===== src/rtl/lt24_bus_writer.sv =====
// lt24_bus_writer: LT24 8080-style write-bus engine with panel power-up reset sequencing.
// Define LT24_HW_RESET_EN to run the timed RST_LOW/RST_WAIT sequence; otherwise LT24Reset_n follows globalReset.
module lt24_bus_writer #(
    parameter int RESET_LOW_CYCLES  = 500000,
    parameter int RESET_WAIT_CYCLES = 6000000,
    parameter int WR_LOW_CYCLES     = 2,
    parameter int WR_HIGH_CYCLES    = 1
) (
    input  logic        clock,
    input  logic        globalReset,
    input  logic [15:0] cmdData,
    input  logic        cmdIsData,
    input  logic        cmdValid,
    output logic        cmdReady,
    output logic        initDone,
    output logic        LT24Wr_n,
    output logic        LT24Rd_n,
    output logic        LT24CS_n,
    output logic        LT24RS,
    output logic        LT24Reset_n,
    output logic [15:0] LT24Data,
    output logic        LT24LCDOn
);
    localparam int MAXP = RESET_WAIT_CYCLES > RESET_LOW_CYCLES ?
                          (RESET_WAIT_CYCLES > WR_LOW_CYCLES + WR_HIGH_CYCLES ? RESET_WAIT_CYCLES : WR_LOW_CYCLES + WR_HIGH_CYCLES) :
                          (RESET_LOW_CYCLES > WR_LOW_CYCLES + WR_HIGH_CYCLES ? RESET_LOW_CYCLES : WR_LOW_CYCLES + WR_HIGH_CYCLES);
    localparam int CW = $clog2(MAXP) + 1;

    typedef enum logic [2:0] {RST_LOW, RST_WAIT, IDLE, WR_LOW, WR_HIGH} state_t;

    state_t        state, state_n;
    logic [CW-1:0] cnt, lim;
    logic [15:0]   data_q;
    logic          rs_q, done, accept;

    always_comb begin
        lim = state == WR_LOW   ? CW'(WR_LOW_CYCLES - 1) :
              state == WR_HIGH  ? CW'(WR_HIGH_CYCLES - 1) :
              state == RST_WAIT ? CW'(RESET_WAIT_CYCLES - 1) : CW'(RESET_LOW_CYCLES - 1);
        done = cnt == lim;
        cmdReady = state == IDLE || (state == WR_HIGH && done);
        accept = cmdValid && cmdReady;
        state_n = state;
        case (state)
`ifdef LT24_HW_RESET_EN
            RST_LOW:  state_n = done ? RST_WAIT : RST_LOW;
            RST_WAIT: state_n = done ? IDLE : RST_WAIT;
`else
            RST_LOW, RST_WAIT: state_n = IDLE;
`endif
            IDLE:     state_n = accept ? WR_LOW : IDLE;
            WR_LOW:   state_n = done ? WR_HIGH : WR_LOW;
            WR_HIGH:  state_n = done ? (accept ? WR_LOW : IDLE) : WR_HIGH;
            default:  state_n = RST_LOW;
        endcase
    end

    // Counter restarts on every state entry and idles at zero, so it never wraps.
    always_ff @(posedge clock) begin
        if (!globalReset) begin
            state  <= RST_LOW;
            cnt    <= '0;
            data_q <= '0;
            rs_q   <= 1'b0;
        end else begin
            state <= state_n;
            cnt   <= (state_n != state || state == IDLE) ? '0 : cnt + CW'(1);
            if (accept) begin
                data_q <= cmdData;
                rs_q   <= cmdIsData;
            end
        end
    end

    assign initDone  = state == IDLE || state == WR_LOW || state == WR_HIGH;
    assign LT24LCDOn = initDone;
    assign LT24CS_n  = !(state == WR_LOW || state == WR_HIGH);
    assign LT24Wr_n  = state != WR_LOW;
    assign LT24Rd_n  = 1'b1;
    assign LT24RS    = rs_q;
    assign LT24Data  = data_q;

`ifdef LT24_HW_RESET_EN
    assign LT24Reset_n = state != RST_LOW;
`else
    logic rst_q;
    always_ff @(posedge clock) rst_q <= globalReset;
    assign LT24Reset_n = rst_q;
`endif
endmodule


===== config.mk =====
export PLATFORM = sky130hd
export DESIGN_NAME = lt24_bus_writer
export DESIGN_NICKNAME = d
export VERILOG_FILES = /design/src/rtl/lt24_bus_writer.sv
export SDC_FILE = /design/constraint.sdc
export NUM_CORES = 1
export LEC_CHECK = 0
export CORE_MARGIN = 2
export CORE_UTILIZATION = 55
export DETAILED_ROUTE_END_ITERATION = 16
export GPL_TIMING_DRIVEN = 0
export PLACE_DENSITY = 0.92
export SYNTH_ARGS = -nofsm -noshare
export SYNTH_HDL_FRONTEND = slang
export SYNTH_SLANG_ARGS = --single-unit
export TNS_END_PERCENT = 50

===== constraint.sdc =====
create_clock -name clock -period 3.5 [get_ports clock]
set_clock_uncertainty 0.2 [all_clocks]
set_input_delay 0.525 -clock clock [delete_from_list [all_inputs] [get_ports clock]]
set_output_delay 0.525 -clock clock [all_outputs]
set_load 0.1 [all_outputs]

==> metrics.txt <==
outcome finished, final reports clean; WHS between 0.2 and 0.3 ns; P_leak around 1.1 nW; Final #Nets ~320; post-synth net total ~280; reg2reg path depth 8; Synth Flop Type dfxtp_1; worst hold-check path type reg2reg; grt ovf 0; antenna violations before repair 0; Initial DRC Count 89; Final Hold Viols 0; CP Cell Sequence buf_6 > or3b_1 > buf_2 > nand2_1 > buf_4 > clkdlybuf4s50_1; Placed Area 2673 um2; non-filler instance count after layout between 300 and 400; gr usage total 0.2323; Setup CP Type reg2out; # DRC 0; fillers roughly 280; pwr dens 409.2 nW/um2; Worst Setup Slack, final ~0.18 ns; hold_sp LT24Data[14]; Rel. slew slack 0.3344; # H-tree levels 2; routed wire length on met2 around 2200 um; crit start category flop; total of max-cap violations 0; Root Buffer clkbuf_8; Crit path required time about 2.8 ns; Distinct cells, synth 45; Die ar. roughly 4500 um2; CTS clk-pin slew, worst paths about 0.08 ns; Min-Delay Endpoint LT24Data[14]; PostCTS Resize Cnt 3; CTS Buf Count 5; Reg-to-Reg End cnt[7]; Max Slew Vio Count 0; hold path depth 2; Critical R2R Launch state[2]; first-pass GRT wire length 7948 um; Antenna diodes 0; final critical-path share of the clock period 0.9482; RSZ-0062 raised after global routing no; Worst Tran Pin Value between 0.9 and 1 ns; Avg Inst Size Synth between 8 and 9 um2; layout cells sized above 1 0.09868; worst slack, placed -0.1799 ns; Die Ht 67.10 um; drt wl/cell 13.03 um; final setup violation count 0; DP Wirelength ~3400 um; die width about 67 um; number of global-route vias before repair around 1800; GP Congestion about 0.8; Initial Utilization 0.5849; largest net degree at the start of global routing 14; Critical Path Slowest Stage Cell clkdlybuf4s50_1; Crit. End Element output port; vias post-DR approximately 1900; Post-CTS Hold Buffers 0; Core Area 3744 um2; Post-synth EDFFs 0; Cells after DPL 344; Avg Vias per Cell 5.375; Ys Warns 0; setup tns final 0 ns; top sig layer met4; Seq cells post-synth 45; clock buffer depth 2; reg2reg setup slack between 0.9 and 1 ns; register area share after synthesis 0.4114; crit-path max cell delay 1.11 ns; Max VDD drop roughly 0.00025 V; Post-synth ARST share 0; f_max 0.3013 GHz; # IOs between 40 and 50; cell row count 22; CTS tree done; critical path arrival roughly 2.6 ns; Syn Inst Count 254; synthesis-to-layout area growth 27.26%; CTS sink cnt 45; Final Cell Area between 2000 and 3000 um2; drt pass-1 iters 4; worst-path fanout max 10; Post-Route WL between 4000 and 5000 um; crit path time final between 3 and 4 ns; post-synthesis cell area between 2000 and 2500 um2; metal3 WL 349 um; DRT antenna net count 0; Post-Route M1 WL just over 2000 um; IO buf count 42; Post-CTS Setup Inserts 0; clk_lat worst skew 0.30 ns
## registers in the layout, summed over array words and instances, names as in the netlist
register / count
cnt: 24
LT24Data: 16
state: 3
LT24RS: 1
LT24Reset_n: 1
## where the power goes
group / total [mW] / internal [mW] / switching [mW]
Sequential: 0.531 / 0.524 / 0.00748
Combinational: 0.203 / 0.0629 / 0.140
Clock: 0.406 / 0.233 / 0.173
Total: 1.14 / 0.819 / 0.321
## worst max-delay path, delay by kind of cell (launching register included)
kind,cells,cell delay (ns)
flip-flops,1,0.32
buffers and inverters,4,1.51
AND/OR/NAND/NOR,2,0.45
## routing by layer
layer,global-route usage,vias to the layer above
met5,0,-
met4,0.07398,0
met3,0.08953,6
met2,0.3936,47
met1,0.2666,889
li1,-,950
## cells in the final DEF (no fill, tap or decap), types with 3 or more instances in the layout
cell and n:
xor2_1 11, and3_1 3, nor3_1 7, inv_1 5, clkbuf_1 6, nand2_1 46, nand3_1 11, xnor2_1 12
buf_4 3, dfxtp_1 45, clkdlybuf4s50_1 41, buf_2 5, o2111ai_1 4, nand4_1 5, nor2_1 31, nand3b_1 3
mux2i_1 19, clkbuf_8 6
## how the worst max path moves through the flow
| stage | slack (ns) | from | end | cells past startpoint |
|---|---|---|---|---|
| 4_1_cts | 0.06 | state[2] | cmdReady | 8 |
| 3_3_place_gp | -0.14 | state[2] | cmdReady | 8 |
| 5_1_grt | 0.04 | state[2] | cmdReady | 8 |
| 2_1_floorplan | 0.04 | state[2] | cmdReady | 9 |
| 6_report | 0.18 | state[0] | initDone | 6 |
| 3_5_place_dp | -0.18 | state[2] | cmdReady | 8 |
## cells in the mapped netlist (2+ instances only)
| master | number | area (um2) |
|---|---|---|
| nand2_1 | 46 | 172.7 |
| dfxtp_1 | 45 | 900.9 |
| nor2_1 | 31 | 116.4 |
| mux2i_1 | 19 | 190.2 |
| xnor2_1 | 12 | 105.1 |
| nand3_1 | 11 | 55.05 |
| xor2_1 | 11 | 96.34 |
| nor3_1 | 7 | 35.03 |
| buf_2 | 5 | 25.02 |
| clkbuf_1 | 5 | 18.77 |
| inv_1 | 5 | 18.77 |
| nand4_1 | 5 | 31.28 |
| o2111ai_1 | 4 | 35.03 |
| and3_1 | 3 | 18.77 |
| buf_4 | 3 | 22.52 |
| nand3b_1 | 3 | 22.52 |
| nor2b_1 | 3 | 18.77 |
| a21oi_1 | 2 | 10.01 |
| buf_6 | 2 | 22.52 |
| nand2b_1 | 2 | 12.51 |
| nor3b_1 | 2 | 15.01 |
| nor4_1 | 2 | 12.51 |
| o21a_1 | 2 | 15.01 |
| o21ai_0 | 2 | 10.01 |
| or4_1 | 2 | 15.01 |
## final cells by class
class                      instances  area (um2)  area share
buffer                            16       103.9     0.03727
clock buffer                       7       86.33     0.03098
clock inverter                     1       30.03     0.01078
inverter                           6       22.52    0.008083
multi-input combinational        187        1165      0.4181
sequential                        45       900.9      0.3233
tap                               48       60.06     0.02155
timing repair buffer              42       417.9      0.1500
## kinds of logic (layout without fill, tap and decap cells)
kind of cell               count (synthesis)  after routing  share of synthesized area
and+or+nand+nor                          125            125                     0.2754
DFF                                       45             45                     0.4114
xor gates and xnor gates                  23             23                    0.09200
buffers and inverters                     22             72                    0.05771
muxes                                     20             20                    0.09200
AOI/OAI and AO/OA                         17             17                    0.06400
adders and majority gates                  1              1                   0.005713
other                                      1              1                   0.001713
## per-stage QoR
stage | total power, mW | utilization
floorplan | 0.6901 | -
global placement | 0.7446 | 0.7139
detailed placement | 0.7465 | 0.7139
CTS | 1.147 | 0.7453
global route | 1.181 | 0.7443
finish | 1.140 | 0.7443
Power figures use the tool's default switching activity.
